### src/rtl/mult_wb_pkg.sv
// Shared register map and types for the 4-bit multiplier Wishbone master/slave pair.
package mult_wb_pkg;

  // Select bits (one-hot register select on sel)
  localparam int unsigned SEL_CONTROL = 0;
  localparam int unsigned SEL_DATA_IN = 1;

  // Field positions inside the 32-bit data word
  localparam int unsigned EN_BIT  = 0;
  localparam int unsigned A_LSB   = 8;
  localparam int unsigned B_LSB   = 12;
  localparam int unsigned Y_LSB   = 16;
  localparam int unsigned FIM_BIT = 24;

  // Field widths
  localparam int unsigned OP_W = 4;
  localparam int unsigned Y_W  = 8;

  typedef enum logic [2:0] {
    ST_IDLE,
    ST_WR_AB,
    ST_WR_EN,
    ST_POLL,
    ST_CLR,
    ST_GAP,
    ST_DONE
  } mult_wb_state_t;

  // Operand pair as written to the data-in register
  typedef struct packed {
    logic [OP_W-1:0] b;
    logic [OP_W-1:0] a;
  } mult_ops_t;

endpackage

### src/rtl/wb_access_timer.sv
// Ack-timeout counter: counts strobe cycles without ack, flags the last allowed one.
module wb_access_timer #(
  parameter int unsigned LIMIT = 16
) (
  input  logic clk,
  input  logic rst_n,
  input  logic clr,
  input  logic en,
  output logic expired_c
);

  localparam int unsigned CW = $clog2(LIMIT + 1);

  logic [CW-1:0] cnt_q;

  // High during the LIMIT-th strobe cycle still waiting for ack
  assign expired_c = (cnt_q == CW'(LIMIT - 1));

  // Wait-cycle counter, restarted whenever the strobe is low
  always_ff @(posedge clk or negedge rst_n) begin
    if (!rst_n) begin
      cnt_q <= '0;
    end else if (clr) begin
      cnt_q <= '0;
    end else if (en && !expired_c) begin
      cnt_q <= cnt_q + CW'(1);
    end
  end

endmodule

### src/rtl/mult_wb_master.sv
// Wishbone master sequencing one multiply on the 4-bit multiplier register slave.
module mult_wb_master
  import mult_wb_pkg::*;
#(
  parameter int unsigned BUS_WIDTH   = 1,
  parameter int unsigned DATA_WIDTH  = 32,
  parameter int unsigned BE_WIDTH    = 4,
  parameter int unsigned ACK_TIMEOUT = 16,
  parameter int unsigned POLL_MAX    = 64
) (
  input  logic                  clk_i,
  input  logic                  rst_i,
  output logic [BUS_WIDTH-1:0]  adr_o,
  output logic [DATA_WIDTH-1:0] data_o,
  input  logic [DATA_WIDTH-1:0] data_i,
  output logic                  we_o,
  output logic [BE_WIDTH-1:0]   sel_o,
  output logic                  stb_o,
  input  logic                  ack_i,
  input  logic                  start_i,
  input  logic [OP_W-1:0]       a_i,
  input  logic [OP_W-1:0]       b_i,
  output logic                  busy_o,
  output logic                  done_o,
  output logic [Y_W-1:0]        y_o,
  output logic                  err_o
);

  localparam int unsigned PW = $clog2(POLL_MAX + 1);

  localparam logic [BE_WIDTH-1:0] SEL_AB  = BE_WIDTH'(1) << SEL_DATA_IN;
  localparam logic [BE_WIDTH-1:0] SEL_CTL = BE_WIDTH'(1) << SEL_CONTROL;
  localparam logic [DATA_WIDTH-1:0] EN_WORD = DATA_WIDTH'(1) << EN_BIT;

  mult_wb_state_t state_q, nxt_state;
  mult_wb_state_t ret_q, nxt_ret;

  logic [PW-1:0]         poll_q, nxt_poll, poll_inc;
  logic                  err_pend_q, nxt_err_pend;
  logic                  nxt_stb, nxt_we, nxt_busy, nxt_done, nxt_err;
  logic [BE_WIDTH-1:0]   nxt_sel;
  logic [DATA_WIDTH-1:0] nxt_data;
  logic [Y_W-1:0]        nxt_y;
  logic                  tmr_clr_c, tmr_en_c, tmr_expired_c;
  logic                  unused_data;

  // Operand write word: A and B in their fields, everything else zero
  function automatic logic [DATA_WIDTH-1:0] ab_word(input mult_ops_t ops);
    logic [DATA_WIDTH-1:0] w;
    w = '0;
    w[A_LSB +: OP_W] = ops.a;
    w[B_LSB +: OP_W] = ops.b;
    return w;
  endfunction

  // Slave decodes by sel only
  assign adr_o = '0;

  // Only the Y and fim fields of the status word are consumed
  assign unused_data = ^data_i;

  // Timer runs while a strobe waits for ack, restarts in every strobe-low cycle
  assign tmr_clr_c = !stb_o;
  assign tmr_en_c  = stb_o && !ack_i;

  wb_access_timer #(
    .LIMIT (ACK_TIMEOUT)
  ) u_timer (
    .clk       (clk_i),
    .rst_n     (rst_i),
    .clr       (tmr_clr_c),
    .en        (tmr_en_c),
    .expired_c (tmr_expired_c)
  );

  // State and registered outputs
  always_ff @(posedge clk_i or negedge rst_i) begin
    if (!rst_i) begin
      state_q    <= ST_IDLE;
      ret_q      <= ST_IDLE;
      poll_q     <= '0;
      err_pend_q <= 1'b0;
      stb_o      <= 1'b0;
      we_o       <= 1'b0;
      sel_o      <= '0;
      data_o     <= '0;
      busy_o     <= 1'b0;
      done_o     <= 1'b0;
      y_o        <= '0;
      err_o      <= 1'b0;
    end else begin
      state_q    <= nxt_state;
      ret_q      <= nxt_ret;
      poll_q     <= nxt_poll;
      err_pend_q <= nxt_err_pend;
      stb_o      <= nxt_stb;
      we_o       <= nxt_we;
      sel_o      <= nxt_sel;
      data_o     <= nxt_data;
      busy_o     <= nxt_busy;
      done_o     <= nxt_done;
      y_o        <= nxt_y;
      err_o      <= nxt_err;
    end
  end

  // Next state and next output values
  always_comb begin
    nxt_state    = state_q;
    nxt_ret      = ret_q;
    nxt_poll     = poll_q;
    nxt_err_pend = err_pend_q;
    nxt_stb      = stb_o;
    nxt_we       = we_o;
    nxt_sel      = sel_o;
    nxt_data     = data_o;
    nxt_busy     = busy_o;
    nxt_done     = 1'b0;
    nxt_y        = y_o;
    nxt_err      = err_o;
    poll_inc     = poll_q + PW'(1);

    case (state_q)
      ST_IDLE: begin
        if (start_i) begin
          nxt_err      = 1'b0;
          nxt_err_pend = 1'b0;
          nxt_poll     = '0;
          nxt_busy     = 1'b1;
          nxt_state    = ST_WR_AB;
          nxt_stb      = 1'b1;
          nxt_we       = 1'b1;
          nxt_sel      = SEL_AB;
          nxt_data     = ab_word('{b: b_i, a: a_i});
        end
      end

      ST_WR_AB, ST_WR_EN, ST_POLL, ST_CLR: begin
        if (ack_i) begin
          nxt_stb  = 1'b0;
          nxt_we   = 1'b0;
          nxt_sel  = '0;
          nxt_data = '0;
          nxt_state = ST_GAP;
          case (state_q)
            ST_WR_AB: nxt_ret = ST_WR_EN;
            ST_WR_EN: nxt_ret = ST_POLL;
            ST_POLL: begin
              nxt_poll = poll_inc;
              if (data_i[FIM_BIT]) begin
                nxt_y   = data_i[Y_LSB +: Y_W];
                nxt_ret = ST_CLR;
              end else if (poll_inc == PW'(POLL_MAX)) begin
                nxt_err_pend = 1'b1;
                nxt_ret      = ST_CLR;
              end else begin
                nxt_ret = ST_POLL;
              end
            end
            default: begin
              // Clear write acknowledged: sequence complete
              nxt_state = ST_DONE;
              nxt_done  = 1'b1;
              nxt_err   = err_pend_q;
            end
          endcase
        end else if (tmr_expired_c) begin
          // Slave never answered: abandon without the clear write
          nxt_stb   = 1'b0;
          nxt_we    = 1'b0;
          nxt_sel   = '0;
          nxt_data  = '0;
          nxt_state = ST_DONE;
          nxt_done  = 1'b1;
          nxt_err   = 1'b1;
        end
      end

      ST_GAP: begin
        nxt_state = ret_q;
        nxt_stb   = 1'b1;
        case (ret_q)
          ST_WR_EN: begin
            nxt_we   = 1'b1;
            nxt_sel  = SEL_CTL;
            nxt_data = EN_WORD;
          end
          ST_POLL: begin
            nxt_we   = 1'b0;
            nxt_sel  = '0;
            nxt_data = '0;
          end
          default: begin
            nxt_we   = 1'b1;
            nxt_sel  = SEL_CTL;
            nxt_data = '0;
          end
        endcase
      end

      ST_DONE: begin
        nxt_busy  = 1'b0;
        nxt_state = ST_IDLE;
      end

      default: begin
        nxt_state = ST_IDLE;
      end
    endcase
  end

endmodule
### config.mk
export PLATFORM = sky130hd
export DESIGN_NAME = mult_wb_master
export DESIGN_NICKNAME = d
export VERILOG_FILES = /design/src/rtl/mult_wb_pkg.sv /design/src/rtl/wb_access_timer.sv /design/src/rtl/mult_wb_master.sv
export SDC_FILE = /design/constraint.sdc
export NUM_CORES = 1
export LEC_CHECK = 0
export CAP_MARGIN = 30
export CORE_MARGIN = 3
export CORE_UTILIZATION = 46
export CTS_CLUSTER_DIAMETER = 30
export DETAILED_ROUTE_END_ITERATION = 8
export HOLD_SLACK_MARGIN = 0.06
export PLACE_DENSITY = 0.95
export SYNTH_ARGS = -nofsm -noshare
export SYNTH_HDL_FRONTEND = slang
export SYNTH_SLANG_ARGS = --single-unit
### constraint.sdc
create_clock -name clk_i -period 3.2 [get_ports clk_i]
set_clock_uncertainty 0.05 [all_clocks]
set_input_delay 0.48 -clock clk_i [delete_from_list [all_inputs] [get_ports clk_i]]
set_output_delay 0.48 -clock clk_i [all_outputs]
set_load 0.1 [all_outputs]
==> impl_results.md, run 1 <==
- IO Port Bufs: 44
- Post-synth top area share: 47.9%
- Synth async-reset ratio: 100%
- Rows: 24
- Post-synth top flop: dfrtp_1
- Cell Area, Synth: 2250 µm²
- H-tree Lvls: 2
- Clock-pin slew on the worst setup and hold paths: 0.08 ns
- Core ar.: 4530 µm²
- CP startpoint kind: register
- Seq/Total Area, Yosys: 47.9%
- Antenna Nets Post-Route: 0
- DPL Wire Length: 3120 µm
- DRT Wirelength: 4400 µm
- Post-synth EDFFs: 0
- # DRC: 0
- Detailed-route vias per instance: 5.12
- Largest net degree at the start of global routing: 44
- Yosys reg bits: 43
- Vias in the first global route: 1559
- Area contributors post-synth: dfrtp_1 48%, buf_4 9.0%, mux2_2 4.5%, a22o_1 3.5%, buf_6 3.0%
- Clock root cell: clkbuf_8
- Crit path time final: 2.47 ns
- Cts hold-fix bufs: 0
- Initial Util: 49.5%
- CTS tree: done
- Share of layout cells above drive strength 1: 21.2%
- Area Overhead vs Synth: 16.4%
- Status: completed
- Synth top cells by count: 43 x dfrtp_1, 27 x buf_4, 13 x o21ai_0
- # diodes: 0
- WP data required: 3.31 ns
- Dpl ws: 0.664 ns
- Setup Crit Path Kind: register to register
- Clock latency on the worst-skew pair: 0.30 ns
- Max_cap viols: 0
- Die Area: 5760 µm²
- Max frequency: 404 MHz
- WL/cell: 14.2 µm
- Yosys Warn Count: 0
- Final Worst Setup Slack: 0.727 ns
- Final setup TNS: 0 ns
- Largest fanout on the critical path: 13
- Setup Buffers After CTS: 0
- Initial antenna violation count: 0
- Most common cell in the netlist: dfrtp_1
- Syn avg cell area: 11.0 µm²
- Worst slew pin tran: 0.930 ns
- Via count: 1588
- Yosys top cell by area: dfrtp_1
- Total CTS buffers: 5
- WP data arrival: 2.58 ns
- Setup violations, final: 0
- Synth cell types: 50
- Overflow after GRT: 0
- Clk buf depth: 2
- Tcrit/Tclk final: 77.3%
- Hold WC Path Type: input pin to async pin
- Post_cts resized: 0
- Worst setup EP type: register
- Filler cells: 377
- Endpoints failing hold: 0
- Die Ht: 75.9 µm
- Nets: 291
- RSZ-0062 raised after global routing: no
- First-pass GRT wire length: 7380 µm
- Number of clock sinks: 43
- Gate Count Post-Synth: 204
- Die X: 75.9 µm
- Tot GR Track Use: 17.0%
- Router iterations before antenna repair: 4
- Ports: 94
- Initial DRC count: 80
- Slew margin rel.: 38.0%
- Slew Viols, Final: 0
- GPL Wtd Cong: 0.822
## area by class of cell
| type | count | area (µm²) | area share [%] |
|---|---|---|---|
| Tap cell | 65 | 81.3 | 3.11 |
| Clock buffer | 7 | 96.3 | 3.68 |
| Inverter | 6 | 22.5 | 0.861 |
| Timing Repair Buffer | 45 | 383 | 14.6 |
| Clock inverter | 1 | 7.51 | 0.287 |
| Sequential cell | 43 | 1080 | 41.1 |
| Multi-Input combinational cell | 143 | 948 | 36.3 |
## flip-flops by register name (all words and copies together) (netlist names), 2 cells and up
name           count
u_timer.cnt_q      5
sel_o              2
state_q            3
ret_q              3
data_o             9
y_o                8
poll_q             7
## worst paths after layout
| path | slack, ns | depth (start not counted) | to | from |
|---|---|---|---|---|
| max in group asynchronous | 2.25 | 1 | sel_o[1] | rst_i |
| min in group clk_i | 0.44 | 1 | sel_o[0] | sel_o[0] |
| hold / removal | 0.27 | 1 | y_o[7] | rst_i |
| setup reg to reg | 0.73 | 7 | stb_o | u_timer.cnt_q[0] |
| setup / recovery | 0.73 | 7 | stb_o | u_timer.cnt_q[0] |
| hold reg to reg | 0.44 | 1 | sel_o[0] | sel_o[0] |
## layout by cell type, fill, tap and decap left out, drive strengths merged, types with 2 or more instances in the layout
cell type / count
a211oi: 2
a21o: 3
a21oi: 8
a22o: 9
a31o: 2
and2b: 2
and3: 2
and4b: 2
buf: 26
clkbuf: 7
clkdlybuf4s50: 19
conb: 26
dfrtp: 43
ha: 3
inv: 6
mux2: 9
nand2: 12
nand2b: 2
nand3: 3
nand4: 2
nand4b: 2
nor2: 9
nor3: 3
nor4b: 2
o21ai: 13
o221ai: 2
o31ai: 3
xnor2: 3
xor2: 3
## per-layer routing
layer	vias up	track usage, %	wire (µm)
met4	0	7.77	76
met5	-	0	0
met3	8	4.09	324
li1	756	-	-
met1	757	21.6	1790
met2	67	27.3	2220
## per-stage QoR
stage | cells | hold WS, ns | utilization (%) | instance area [µm²]
5_1_grt | 310 | 0.332 | 57.7 | 2620
3_5_place_dp | 302 | 0.418 | 55.4 | 2510
6_report | 310 | 0.268 | 57.7 | 2620
3_3_place_gp | 302 | 0.415 | 55.4 | 2510
4_1_cts | 310 | 0.290 | 57.7 | 2620
2_1_floorplan | 229 | 0.134 | - | 2340
## cell families after synthesis
logic type	synth area share [%]
simple gates	11.4
xor+xnor	2.34
mux	4.96
buf+inv	14.0
compound gates	17.5
other cells	0.167
flops	47.9
fa+ha+maj	1.67
## critical path, stage by stage (launching register included)
cell	delay (ns)
dfrtp_1	0.42
ha_1	0.22
and3_1	0.18
ha_1	0.26
nor2_2	0.31
a21oi_1	0.14
o221ai_2	0.57
a22oi_1	0.18
Power of run 1 is not shown: default switching activity piles up to over one toggle a cycle in this logic, so the estimate is an artifact.
==> run 2, diff against run 1 <==
--- a/config.mk
+++ b/config.mk
@@ -7,11 +7,11 @@
 export LEC_CHECK = 0
 export CAP_MARGIN = 30
 export CORE_MARGIN = 3
-export CORE_UTILIZATION = 46
+export CORE_UTILIZATION = 43
 export CTS_CLUSTER_DIAMETER = 30
 export DETAILED_ROUTE_END_ITERATION = 8
 export HOLD_SLACK_MARGIN = 0.06
-export PLACE_DENSITY = 0.95
+export PLACE_DENSITY = 0.91
 export SYNTH_ARGS = -nofsm -noshare
 export SYNTH_HDL_FRONTEND = slang
 export SYNTH_SLANG_ARGS = --single-unit
==> constraint.sdc (replaced) <==
create_clock -name clk_i -period 2.5 [get_ports clk_i]
set_clock_uncertainty 0.05 [all_clocks]
set_input_delay 0.375 -clock clk_i [delete_from_list [all_inputs] [get_ports clk_i]]
set_output_delay 0.375 -clock clk_i [all_outputs]
set_load 0.1 [all_outputs]
==> run 2 against run 1 <==
  * Via count grew 1.5%
  * Clock-buffer cell count fell by 2
  * Utilization decreased by 3.5 points
  * Fmax is 10% higher
  * Critical path depth shrank 1
  * Routed wire length decreased by 5.0%
  * Global-route usage is 2.5 points lower
  * First-iteration DRC count rose by 80%
  * Worst setup slack lost 0.48 ns
  * Highest routed layer unchanged
==> impl_results.md, run 2 (same netlist as run 1, synthesis figures left out) <==
- Status: completed
- Area Overhead vs Synth: 17.7%
- First-pass GRT wire length: 7180 µm
- CTS tree: done
- Number of clock sinks: 43
- # DRC: 0
- Die Ht: 78.3 µm
- CP startpoint kind: register
- Biggest register: data_o
- H-tree Lvls: 2
- Initial antenna violation count: 0
- Vias in the first global route: 1579
- Setup Buffers After CTS: 0
- Post_cts resized: 0
- DRT Wirelength: 4180 µm
- Share of layout cells above drive strength 1: 21.9%
- Clock-pin slew on the worst setup and hold paths: 0.08 ns
- Setup Crit Path Kind: register to register
- Top Registers: data_o (9), y_o (8), poll_q (7)
- Nets: 294
- DPL Wire Length: 3110 µm
- Max frequency: 445 MHz
- Largest register FFs: 9
- Reg2Reg Setup Slack: 0.25 ns
- Filler cells: 421
- Worst setup EP type: register
- Antenna Nets Post-Route: 0
- WP data arrival: 2.37 ns
- FF-to-FF End: err_o
- Crit path time final: 2.25 ns
- Commonest non-fill, non-tap cell in the layout: dfrtp_1
- Rows: 25
- Detailed-route vias per instance: 5.13
- Initial DRC count: 144
- Router iterations before antenna repair: 4
- Die X: 78.3 µm
- Crit path capture: err_o
- Clk buf depth: 2
- Most frequent cells in the layout: 43 x dfrtp_1, 28 x buf_4, 26 x conb_1
- Clock root cell: clkbuf_8
- Tot GR Track Use: 14.5%
- Setup crit start: u_timer.cnt_q[0]
- Via count: 1612
- Final setup TNS: 0 ns
- Largest fanout on the critical path: 5
- Worst Reg2Reg Path Length in Cells: 6
- IO Port Bufs: 44
- Initial Util: 46.0%
- Reg-to-reg critical path startpoint: u_timer.cnt_q[0]
- WP data required: 2.63 ns
- Slew Viols, Final: 0
- Slew margin rel.: 39.7%
- Total CTS buffers: 5
- Die Area: 6130 µm²
- Clock latency on the worst-skew pair: 0.29 ns
- Ports: 94
- WL/cell: 13.3 µm
- Endpoints failing hold: 0
- RSZ-0062 raised after global routing: no
- Max_cap viols: 0
- Largest net degree at the start of global routing: 44
- Worst slew pin tran: 0.905 ns
- Setup violations, final: 0
- Tcrit/Tclk final: 90.0%
- Core ar.: 4880 µm²
- GPL Wtd Cong: 0.817
- Cts hold-fix bufs: 0
- # diodes: 0
- Hold WC Path Type: input pin to async pin
- Overflow after GRT: 0
run 2: stage by stage:
| stage | cells | hold slack [ns] | utilization [%] | area (µm²) | worst slack [ns] |
|---|---|---|---|---|---|
| finish | 314 | 0.151 | 54.2 | 2640 | 0.251 |
| global route | 314 | 0.232 | 54.2 | 2640 | 0.161 |
| CTS | 314 | 0.184 | 54.2 | 2640 | 0.252 |
| detailed placement | 307 | 0.423 | 52.0 | 2540 | 0.289 |
| global placement | 307 | 0.415 | 52.0 | 2540 | 0.315 |
| floorplan | 229 | 0.0294 | - | 2340 | 0.413 |
run 2: layout make-up:
type	count	area [µm²]	share of cell area [%]
inverter	6	22.5	0.852
sequential	43	1080	40.7
tap	67	83.8	3.17
timing repair buffer	48	405	15.3
multi-input combinational	143	948	35.9
clock inverter	2	37.5	1.42
clock buffer	5	68.8	2.60
run 2: per-layer routing:
metal	GRT usage (%)	share of wire, %	vias up
li1	-	-	758
met4	2.97	0.74	0
met3	3.44	6.7	5
met1	19.2	44	788
met5	0	0	-
met2	24.2	48	61
run 2: critical path: stages (launching register included):
cell and delay [ns]:
dfrtp_1 0.42, ha_1 0.22, and3_1 0.19, ha_1 0.26, or2_1 0.32, a311oi_1 0.30, mux2_2 0.37
run 2: worst min path at each step:
stage                          from   endpoint  slack, ns  cells after the start
after floorplan               rst_i     busy_o       0.03                      0
after global placement    data_o[0]  data_o[0]       0.42                      1
after detailed placement   sel_o[0]   sel_o[0]       0.42                      1
after CTS                     rst_i     y_o[6]       0.18                      1
after global routing          rst_i     y_o[6]       0.23                      1
final                         rst_i     y_o[6]       0.15                      1
Power of run 2 is left out for the same reason.
==> run 3, diff against run 2 <==
--- a/config.mk
+++ b/config.mk
@@ -6,7 +6,6 @@
 export NUM_CORES = 1
 export LEC_CHECK = 0
 export CAP_MARGIN = 30
-export CORE_MARGIN = 3
 export CORE_UTILIZATION = 43
 export CTS_CLUSTER_DIAMETER = 30
 export DETAILED_ROUTE_END_ITERATION = 8
==> run 3 against run 2 <==
  * Die area down 10%
  * Cell count stayed put
  * Critical endpoint unchanged
  * Flip-flop and latch count stayed put
  * Register-to-register slack about the same
  * Worst setup slack lost 0.0037 ns
  * Hold slack better by 0.0052 ns
  * Non-clock buffer count decreased by 1
  * Clock-buffer cell count increased by 2
  * Fmax is 0.16% lower
  * Global-route usage is 2.5 points higher
  * Routed wire length fell by 0.84%
==> impl_results.md, run 3 (same netlist as run 1, synthesis figures left out) <==
- DRT Wirelength: 4150 µm
- Share of layout cells above drive strength 1: 21.9%
- WL/cell: 13.2 µm
- First-pass GRT wire length: 6930 µm
- Post_cts resized: 0
- Via count: 1590
- Setup violations, final: 0
- Worst setup EP type: register
- Die Ht: 74.3 µm
- Inst Count DP: 306
- Largest fanout on the critical path: 5
- WP data arrival: 2.39 ns
- # DRC: 0
- Setup Buffers After CTS: 0
- Largest net degree at the start of global routing: 44
- Commonest non-fill, non-tap cell in the layout: dfrtp_1
- Hold WC Path Type: input pin to async pin
- Buffers and inverters on the worst path: 0
- Clock root cell: clkbuf_8
- Setup Crit Path Kind: register to register
- Endpoints failing hold: 0
- Clk buf depth: 2
- Core ar.: 4880 µm²
- Reg2Reg Setup Slack: 0.25 ns
- Status: completed
- FF-to-FF End: err_o
- Rows: 25
- Clock latency on the worst-skew pair: 0.30 ns
- Detailed-route vias per instance: 5.06
- Tot GR Track Use: 17.0%
- WP data required: 2.64 ns
- Critical-path cell list: ha_1 -> and3_1 -> ha_1 -> or2_1 -> a311oi_1 -> mux2_2
- CP max-delay cell: dfrtp_1
- Critical Path Max Stage Delay: 0.42 ns
- IO Port Bufs: 44
- Router iterations before antenna repair: 6
- Worst path depth: 6
- CTS tree: done
- Slew Viols, Final: 0
- Total CTS buffers: 5
- Largest register FFs: 9
- Most frequent cells in the layout: 43 x dfrtp_1, 27 x buf_4, 26 x conb_1
- Max_cap viols: 0
- RSZ-0062 raised after global routing: no
- Cts hold-fix bufs: 0
- Final setup TNS: 0 ns
- Crit path time final: 2.25 ns
- Worst slew pin tran: 0.908 ns
- DPL Wire Length: 2980 µm
- CP top delay family: simple AND/OR/NAND/NOR gates
- Initial Util: 46.0%
- # diodes: 0
- Worst path most repeated cell: ha_1
- Nets: 293
- Max frequency: 444 MHz
- Die Area: 5520 µm²
- Vias in the first global route: 1492
- Overflow after GRT: 0
- Reg-to-reg critical path startpoint: u_timer.cnt_q[0]
- H-tree Lvls: 2
- Initial DRC count: 46
- GPL Wtd Cong: 0.870
- Number of clock sinks: 43
- Biggest register: data_o
- CP startpoint kind: register
- Tcrit/Tclk final: 90.1%
- Die X: 74.3 µm
- Non-Filler Instances: 314
- Initial antenna violation count: 0
- Ports: 94
- Area Overhead vs Synth: 17.2%
- Worst Reg2Reg Path Length in Cells: 6
- Clock-pin slew on the worst setup and hold paths: 0.08 ns
- Antenna Nets Post-Route: 0
- Slew margin rel.: 39.5%
- Top Registers: data_o (9), y_o (8), poll_q (7)
==> run 3: area by class of cell <==
cell class | instances | area (µm²)
fillers | 423 | 2250
flip-flops and latches | 43 | 1080
multi-input cells | 143 | 948
repair buffers | 47 | 398
clock buffers | 7 | 96.3
well taps | 67 | 83.8
inverters | 6 | 22.5
clock inverters | 1 | 7.51
==> run 3: worst register-to-register path, cell delays in order (launching register included) <==
cell and delay (ns):
dfrtp_1 0.42, ha_1 0.22, and3_1 0.19, ha_1 0.27, or2_1 0.33, a311oi_1 0.30, mux2_2 0.36
==> run 3: how the worst max path moves through the flow <==
stage / from / end
2_1_floorplan: u_timer.cnt_q[0] / err_o
3_3_place_gp: u_timer.cnt_q[0] / err_o
3_5_place_dp: u_timer.cnt_q[0] / err_o
4_1_cts: u_timer.cnt_q[0] / err_o
5_1_grt: u_timer.cnt_q[0] / err_o
6_report: u_timer.cnt_q[0] / err_o
==> run 3: per-stage QoR <==
stage               instance area [µm²]  hold slack (ns)  util (%)  worst slack (ns)
floorplan                          2340           0.0294         -             0.413
global placement                   2530            0.415      51.8             0.310
detailed placement                 2530            0.429      51.8             0.282
CTS                                2630            0.184      53.9             0.257
global route                       2630            0.228      53.9             0.186
finish                             2630            0.157      53.9             0.247
==> run 3: layer usage <==
metal / share of wire, % / global-route usage (%)
met1: 45 / 21.4
met2: 50 / 27.4
met3: 4.3 / 5.01
met4: 1.5 / 6.92
met5: 0 / 0
Power of run 3 is left out for the same reason.
